<file path="src/rtl/rtc_pkg.sv">
// Shared types and defaults for the RTC transaction sequencer.
package rtc_pkg;

  typedef enum logic [1:0] {
    READ_ALL = 2'd0,
    WR_CFG   = 2'd1,
    WR_GRP   = 2'd2,
    WR_ZERO  = 2'd3
  } bus_op_t;

  // Every bus state has an issue phase and a WAIT phase. EDIT and IDLE
  // launch their transaction directly, so they jump straight to a WAIT phase.
  typedef enum logic [3:0] {
    ST_INIT        = 4'd0,
    ST_INIT_WAIT   = 4'd1,
    ST_CFG         = 4'd2,
    ST_CFG_WAIT    = 4'd3,
    ST_RD          = 4'd4,
    ST_RD_WAIT     = 4'd5,
    ST_IDLE        = 4'd6,
    ST_EDIT        = 4'd7,
    ST_COMMIT_WAIT = 4'd8
  } seq_state_t;

  localparam int REFRESH_DEFAULT = 12_500_000;

endpackage

</file>
<file path="src/rtl/rtc_refresh_timer.sv">
// Free-running read-back period counter with a sticky pending flag.
module rtc_refresh_timer
  import rtc_pkg::*;
#(
  parameter int REFRESH = REFRESH_DEFAULT
) (
  input  logic clock,
  input  logic reset,
  input  logic clear,
  output logic pending
);

  localparam int CW = (REFRESH > 1) ? $clog2(REFRESH) : 1;

  logic [CW-1:0] count_reg;
  logic          pending_reg;
  logic          wrap;

  assign wrap    = (count_reg == CW'(REFRESH - 1));
  assign pending = pending_reg;

  // A wrap coinciding with a clear keeps the flag set, so no period is lost.
  always_ff @(posedge clock or posedge reset) begin
    if (reset) begin
      count_reg   <= '0;
      pending_reg <= 1'b0;
    end else begin
      count_reg <= wrap ? '0 : count_reg + 1'b1;
      if (wrap)
        pending_reg <= 1'b1;
      else if (clear)
        pending_reg <= 1'b0;
    end
  end

endmodule

</file>
<file path="src/rtl/rtc_seq_ctrl.sv">
// RTC transaction sequencer: zero-init, periodic read-back, config writes and
// per-group user programming over a start/done handshake with the bus engine.
module rtc_seq_ctrl
  import rtc_pkg::*;
#(
  parameter int NGRP    = 3,
  parameter int CFGW    = 2,
  parameter int REFRESH = REFRESH_DEFAULT,
  parameter int GW      = (NGRP > 1) ? $clog2(NGRP) : 1,
  parameter int SW      = $clog2(NGRP + 1)
) (
  input  logic            clock,
  input  logic            reset,
  input  logic [NGRP-1:0] prog_req,
  input  logic [CFGW-1:0] cfg_in,
  input  logic            bus_done,
  output logic            bus_start,
  output logic [1:0]      bus_op,
  output logic [GW-1:0]   bus_grp,
  output logic [NGRP-1:0] edit_en,
  output logic            lock,
  output logic [SW-1:0]   disp_sel,
  output logic [CFGW-1:0] cfg_reg,
  output logic            init_done
);

  seq_state_t      state_reg, state_next;
  logic [GW-1:0]   grp_reg, grp_next;
  logic            bus_start_reg, bus_start_next;
  bus_op_t         bus_op_reg, bus_op_next;
  logic [GW-1:0]   bus_grp_reg, bus_grp_next;
  logic [NGRP-1:0] edit_en_reg, edit_en_next;
  logic            lock_reg, lock_next;
  logic [SW-1:0]   disp_sel_reg, disp_sel_next;
  logic [CFGW-1:0] cfg_latch_reg, cfg_latch_next;
  logic            init_done_reg, init_done_next;

  logic            refresh_pending;
  logic            refresh_clear;
  logic [GW-1:0]   req_idx;
  logic [NGRP-1:0] req_onehot;
  logic            launch_cfg;
  logic            launch_rd;

  rtc_refresh_timer #(
    .REFRESH (REFRESH)
  ) u_timer (
    .clock   (clock),
    .reset   (reset),
    .clear   (refresh_clear),
    .pending (refresh_pending)
  );

  // Lowest requesting group wins.
  always_comb begin
    req_idx = '0;
    for (int i = NGRP - 1; i >= 0; i--)
      if (prog_req[i])
        req_idx = GW'(i);
  end

  for (genvar gi = 0; gi < NGRP; gi++) begin : g_sel
    assign req_onehot[gi] = (req_idx == GW'(gi));
  end

  always_comb begin
    state_next     = state_reg;
    grp_next       = grp_reg;
    bus_start_next = 1'b0;
    bus_op_next    = bus_op_reg;
    bus_grp_next   = bus_grp_reg;
    edit_en_next   = edit_en_reg;
    lock_next      = lock_reg;
    disp_sel_next  = disp_sel_reg;
    cfg_latch_next = cfg_latch_reg;
    init_done_next = init_done_reg;
    launch_cfg     = 1'b0;
    launch_rd      = 1'b0;

    case (state_reg)
      ST_INIT: begin
        bus_start_next = 1'b1;
        bus_op_next    = WR_ZERO;
        bus_grp_next   = grp_reg;
        state_next     = ST_INIT_WAIT;
      end
      ST_INIT_WAIT: begin
        if (bus_done) begin
          if (grp_reg == GW'(NGRP - 1)) begin
            grp_next   = '0;
            state_next = ST_CFG;
          end else begin
            grp_next   = grp_reg + 1'b1;
            state_next = ST_INIT;
          end
        end
      end
      ST_CFG:      launch_cfg = 1'b1;
      ST_CFG_WAIT: if (bus_done) state_next = ST_RD;
      ST_RD:       launch_rd = 1'b1;
      ST_RD_WAIT: begin
        if (bus_done) begin
          init_done_next = 1'b1;
          state_next     = ST_IDLE;
        end
      end
      ST_IDLE: begin
        if (cfg_in != cfg_latch_reg) begin
          launch_cfg = 1'b1;
        end else if (|prog_req) begin
          grp_next      = req_idx;
          edit_en_next  = req_onehot;
          lock_next     = 1'b1;
          disp_sel_next = SW'(req_idx) + SW'(1);
          state_next    = ST_EDIT;
        end else if (refresh_pending) begin
          launch_rd = 1'b1;
        end
      end
      ST_EDIT: begin
        // Only the group being edited matters here; everything else waits.
        if (!(|(edit_en_reg & prog_req))) begin
          edit_en_next   = '0;
          bus_start_next = 1'b1;
          bus_op_next    = WR_GRP;
          bus_grp_next   = grp_reg;
          state_next     = ST_COMMIT_WAIT;
        end
      end
      ST_COMMIT_WAIT: begin
        if (bus_done) begin
          lock_next     = 1'b0;
          disp_sel_next = '0;
          state_next    = ST_RD;
        end
      end
      default: state_next = ST_INIT;
    endcase

    if (launch_cfg) begin
      bus_start_next = 1'b1;
      bus_op_next    = WR_CFG;
      bus_grp_next   = '0;
      cfg_latch_next = cfg_in;
      state_next     = ST_CFG_WAIT;
    end
    if (launch_rd) begin
      bus_start_next = 1'b1;
      bus_op_next    = READ_ALL;
      bus_grp_next   = '0;
      state_next     = ST_RD_WAIT;
    end
  end

  assign refresh_clear = bus_start_next && (bus_op_next == READ_ALL);

  always_ff @(posedge clock or posedge reset) begin
    if (reset) begin
      state_reg     <= ST_INIT;
      grp_reg       <= '0;
      bus_start_reg <= 1'b0;
      bus_op_reg    <= READ_ALL;
      bus_grp_reg   <= '0;
      edit_en_reg   <= '0;
      lock_reg      <= 1'b0;
      disp_sel_reg  <= '0;
      cfg_latch_reg <= '0;
      init_done_reg <= 1'b0;
    end else begin
      state_reg     <= state_next;
      grp_reg       <= grp_next;
      bus_start_reg <= bus_start_next;
      bus_op_reg    <= bus_op_next;
      bus_grp_reg   <= bus_grp_next;
      edit_en_reg   <= edit_en_next;
      lock_reg      <= lock_next;
      disp_sel_reg  <= disp_sel_next;
      cfg_latch_reg <= cfg_latch_next;
      init_done_reg <= init_done_next;
    end
  end

  assign bus_start = bus_start_reg;
  assign bus_op    = bus_op_reg;
  assign bus_grp   = bus_grp_reg;
  assign edit_en   = edit_en_reg;
  assign lock      = lock_reg;
  assign disp_sel  = disp_sel_reg;
  assign cfg_reg   = cfg_latch_reg;
  assign init_done = init_done_reg;

endmodule

</file>
<file path="config.mk">
export PLATFORM = sky130hd
export DESIGN_NAME = rtc_seq_ctrl
export DESIGN_NICKNAME = d
export VERILOG_FILES = /design/src/rtl/rtc_pkg.sv /design/src/rtl/rtc_refresh_timer.sv /design/src/rtl/rtc_seq_ctrl.sv
export SDC_FILE = /design/constraint.sdc
export NUM_CORES = 1
export LEC_CHECK = 0
export BUFFER_PORTS_ARGS = -buffer_cell sky130_fd_sc_hd__buf_2
export CAP_MARGIN = 20
export CORE_ASPECT_RATIO = 0.5
export CORE_MARGIN = 10
export CORE_UTILIZATION = 45
export CTS_BUF_LIST = sky130_fd_sc_hd__clkbuf_2 sky130_fd_sc_hd__clkbuf_4 sky130_fd_sc_hd__clkbuf_8
export CTS_CLUSTER_SIZE = 24
export DETAILED_ROUTE_END_ITERATION = 10
export MAX_ROUTING_LAYER = met4
export PLACE_DENSITY = 0.71
export SYNTH_ARGS = -nofsm -noshare
export SYNTH_HDL_FRONTEND = slang
export SYNTH_HIERARCHICAL = 1
export SYNTH_SLANG_ARGS = --single-unit
</file>
<file path="constraint.sdc">
create_clock -name clock -period 2.2 [get_ports clock]
set_input_delay 0.66 -clock clock [delete_from_list [all_inputs] [get_ports clock]]
set_output_delay 0.66 -clock clock [all_outputs]
set_load 0.01 [all_outputs]
</file>
* Word level (Yosys, flattened, before mapping)
Index checks and enable logic that the tools add are counted.
Widths: inputs -> output; s select.
** Storage, ports and cells
- Output and inout bits :: 14
- Bits in registers :: 45
- Input port bits :: 8
- Logic and storage cells :: 111
** Cells by class
- Reductions and logical operators :: 19
- Add/subtract/negate cells :: 3
- Bitwise logic cells :: 1
- Eq/ne operators :: 25
- Multiplexer cells :: 51
** Operators by type and width (count)
- $mux 2 :: 17
- $mux 4 :: 8
- $pmux 4 s7 :: 1
- $add 24x1->24 const B :: 1
- $eq 24x24->1 const B :: 1
- $mux 24 :: 1
- $ne 4x4->1 const B :: 5
- $eq 4x3->1 const B :: 4
- $pmux 2 s2 :: 4
- $mux 1 :: 12
- $reduce_and 4->1 :: 3
- $ne 2x2->1 const B :: 5
- $mux 3 :: 3
- $eq 4x2->1 const B :: 2
- $pmux 1 s2 :: 4
- $reduce_bool 2->1 :: 4
- $reduce_and 7->1 :: 1
- $pmux 3 s2 :: 1
- $reduce_or 3->1 :: 2
- $add 2x1->2 const B :: 2
- $eq 2x2->1 const B :: 2
- $eq 4x1->1 const B :: 1
- $eq 4x4->1 const B :: 1
- $logic_not 2->1 :: 2
- 10 further kinds :: 12

* Longest topological paths before layout
- Depth in word-level cells :: 10
- Mapped depth :: 7

* Modules after synthesis
Netlist, hierarchy kept.
** By module, submodules not included
- rtc_refresh_timer :: area an instance 1268.7 µm², instances 1, seq. area each 625.6 µm², cells an instance 120
- rtc_seq_ctrl :: area an instance 1199.9 µm², instances 1, seq. area each 500.5 µm², cells an instance 122

* Worst setup path before layout
Ideal clock, no wire load.
- Path type :: in2reg
- From :: input port cfg_in[1]
- To :: register state_reg[1]
- Setup slack :: 0.168 ns
- Required time :: 2.075 ns
- Data arrival time :: 1.907 ns
- Library setup time :: 0.125 ns
- Cell stages on the path :: 5
- Cell sequence :: xnor2_1 > nand2_1 > o311a_4 > o31ai_4 > mux2_4
** On the way
- Word-level cells in the longest chain between the ends :: 5
** RTL lines
- from (decl) :: line rtc_seq_ctrl.sv:15 : input logic [CFGW-1:0] cfg_in,
- $ne 2x2->1 * :: line rtc_seq_ctrl.sv:108 : if (cfg_in != cfg_latch_reg) begin
- $mux 1 :: line rtc_seq_ctrl.sv:108
- $pmux 1 s2 :: line rtc_seq_ctrl.sv:80 : case (state_reg)
- $ne 4x4->1 (no line), or another cell as far along
- $reduce_and 7->1 (no line) or $mux 4 (tied branches)
- to (signal assigned) :: line rtc_seq_ctrl.sv:170 : state_reg <= state_next;
- to (decl) :: line rtc_seq_ctrl.sv:27 : seq_state_t state_reg, state_next;
Mark *: on every way between the ends. The rest lies on a longest branch, timed or not.
A chain may end at the register's enable or synchronous reset.

* Worst setup path in the final report
- From :: input port cfg_in[0]
- To :: register state_reg[1]
Same word-level chain as after synthesis.

==> run_results.csv <==
group,metric,value,unit
synth,yosys_register_bits,45,
outcome,status,"complete, no violations",
placement,post-place-ws,-0.0143,ns
grt,grt_use_total,12.4,%
detailed_routing,wl_met3,164,um
worst_setup_path,cp_data_required_time,2.39,ns
detailed_routing,drt-met1-wl,2.42,mm
detailed_routing,avgRoutedWirePerCell,15.3,um
floorplanning,fp.dieArea,0.00903,sq mm
sta,final_min_period_over_clock_period,87.9,%
synth,ys_top_cells_by_area,"dfrtp_1, xnor2_1, nand3_1, nor2_1, nand4_1",
power_and_ir_drop,worst_ir_drop_vdd,0.429,mV
synth,synth_top_flop_cell,"dfrtp_1",
placement,io_buffer_count,21,
worst_hold_path,hold_class,"in -> async",
cts,clock_latency,0.30,ns
worst_setup_path,slowest_cell_on_the_critical_path,"o311a_4",
detailed_routing,detail_route.iter0.violations,212,
cts,hold_buffers,0,
detailed_routing,drt-pass1-iter-count,4,
sta,maxSlewViolCount,0,
cts,post_cts_resize_count,0,
sta,fin_skew,0.00448,ns
sta,timing.slew.headroom,69.2,%
cts,ctsRootBufferMaster,"clkbuf_8",
grt,first_global_vias,1970,
detailed_routing,met2_wirelength,2.67,mm
synth,syn_inst,242,
cts,tritoncts,"yes",
final_layout,antenna_cells,0,
synth,count_of_different_cell_masters_after_synthesis,62,
worst_setup_path,timing.critical_path.from,"cfg_in[0]",
cts,postCtsSetupRepairBufs,0,
cts,path_clk_slew,0.08,ns
floorplanning,initial_core_util,48.3,%
worst_setup_path,worst_setup_path_start_kind,"input pin",
grt,antenna_found_initial,0,
synth,edff_count_synth,0,
run,max-cap-violations,0,
cts,htree_num_levels,2,
worst_setup_path,cp_max_fo,3,
sta,setup-violations-final,0,
synth,mappedNetlistArea,0.00247,sq mm
power_and_ir_drop,cellLeakagePower,1.23,nW
sta,fin_crit,1.93,ns
synth,syn-mean-instance-area,10.2,sq um
detailed_routing,route.vias.total,1946,
floorplanning,core_area,0.00511,sq mm
power_and_ir_drop,power,2.92,mW
sta,rsz0062_at_grt,"no",
synth,postSynthNetCount,251,
floorplanning,ioPinCount,22,
synth,synth_sequential_area_ratio,45.6,%
synth,ys_async_sr_fraction,100,%
detailed_routing,ant_nets,0,
worst_setup_path,arrival,2.12,ns
sta,final_hold_viol_count,0,
final_layout,final_nets,286,
floorplanning,placementRows,18,
final_layout,drive_gt1_share,25.5,%
worst_setup_path,rr_endpoint,"state_reg[1]",
synth,yosysTopAreaCell,"dfrtp_1",
placement,dpl.hpwl,3.92,mm
power_and_ir_drop,power.density_cell_area,1020,mW/mm^2
detailed_routing,routed_wl,5.32,mm
placement,routabilityCongestion,0.857,
cts,numClockSinks,45,
detailed_routing,drc,0,
worst_setup_path,critical_path.cell_chain,"buf_2 > xnor2_1 > nand2_1 > o311a_4 > o31ai_4 > mux2_4",
grt,grt_start_max_net_pins,26,
grt,grt_first_pass_wirelength,9.22,mm
floorplanning,fp.dieH,72.4,um
worst_setup_path,rr_worst_depth,5,
sta,worst_margin_slew,0.458,ns
sta,max_freq,517,MHz
worst_setup_path,critical_path.reg2reg.startpoint,"cfg_reg[0]",
worst_setup_path,critical_path.max_stage_delay,0.43,ns
detailed_routing,post_drt_via_cell_ratio,5.59,
cts,ctsLongestPathBuffers,2,
synth,synthesis.yosys.warnings,6,
worst_setup_path,timing.reg2reg.setup_slack,0.31,ns
detailed_routing,uppermost_metal_layer_occupied_by_signal_nets,"met4",
synth,post_synth_top_area_share,45.6,%
final_layout,layout-area-overhead-vs-synth,15.7,%
worst_setup_path,worstSetupPathType,"in -> reg",
grt,grt_overflow,0,
sta,timing.final.ws_setup,0.267,ns
final_layout,flip_flop_count_of_the_largest_register_all_copies_and_words_added,24,
worst_setup_path,timing.critical_path.to_type,"register",
cts,tritoncts.num_buffers,5,
floorplanning,floorplan.die.width,125,um
==> Yosys cell counts (5+ instances only) <==
master    count
and3_1        6
inv_1         8
nand2b_1      5
nand2_1      15
buf_2         7
nor2_1       19
nand4_1      10
nand3_1      16
a21oi_1       7
dfrtp_1      45
xnor2_1      13
xor2_1        5
nor2b_1       5
==> power by group <==
| part | internal (mW) | leakage, nW | total, mW | switching (mW) |
|---|---|---|---|---|
| clock | 0.383 | 0.0619 | 0.657 | 0.274 |
| sequential | 0.990 | 0.584 | 1.13 | 0.138 |
| combinational | 0.543 | 0.583 | 1.14 | 0.595 |
| total | 1.92 | 1.23 | 2.92 | 1.01 |
==> metrics by stage <==
stage | cell area [sq um] | std cells | hold WS (ns) | TNS (ns) | utilization (%)
2_1_floorplan | 2470 | 242 | 0.468 | 0 | -
3_3_place_gp | 2740 | 340 | 0.453 | 0 | 53.5
3_5_place_dp | 2740 | 340 | 0.450 | -0.0143 | 53.5
4_1_cts | 2860 | 348 | 0.383 | 0 | 55.8
5_1_grt | 2860 | 348 | 0.415 | 0 | 55.8
6_report | 2860 | 348 | 0.379 | 0 | 55.8
==> worst max-delay path: cells and delay by family <==
family / cells / cell delay, ns
xor gates and xnor gates: 1 / 0.17
muxes: 1 / 0.32
and+or+nand+nor: 1 / 0.15
buffers and inverters: 1 / 0.11
AOI/OAI and AO/OA: 2 / 0.70
==> routing by layer <==
metal,track usage [%],vias up
li1,-,955
met1,13.8,949
met2,21.6,34
met3,2.76,8
met4,5.01,0
met5,-,-
==> worst max-delay path by stage <==
stage                              end  slack (ns)  cells after the start
after CTS                 state_reg[1]        0.28                      6
after detailed placement  state_reg[1]       -0.01                      6
after floorplan           state_reg[1]        0.17                      5
final                     state_reg[1]        0.27                      6
after global routing      state_reg[1]        0.21                      6
after global placement    state_reg[1]        0.02                      6
==> cells by family after synthesis <==
family	Yosys count	synth area share, %
DFF	45	45.6
buffers and inverters	18	3.40
and+or+nand+nor	109	26.4
AOI/OAI and AO/OA	43	14.0
xor gates and xnor gates	18	6.39
muxes	8	3.70
adders and majority gates	1	0.507
==> layout by cell type, fill, tap and decap left out, types with 3 or more instances in the layout <==
cell type / n
nand3_1: 16
nand4_1: 10
nor3_1: 4
and3_1: 6
o31ai_1: 4
nand2_1: 15
nor2_1: 19
nor3_2: 3
mux2_2: 3
inv_1: 8
xnor2_1: 13
a21oi_1: 7
nor4_1: 4
nand2b_1: 5
buf_4: 17
nor2b_1: 5
nor2_2: 3
o21ai_0: 3
o21ai_1: 4
clkbuf_8: 6
xor2_1: 5
dfrtp_1: 45
buf_2: 21
==> area by class of cell <==
class                           count  area [sq um]
Tap cell                           70          87.6
Sequential cell                    45          1130
Timing Repair Buffer               38           233
Clock inverter                      1          30.0
Multi-Input combinational cell    179          1260
Clock buffer                        7          90.1
Inverter                            8          30.0
Fill cell                         442          2260
No activity file was read; power rests on OpenSTA's default activity.
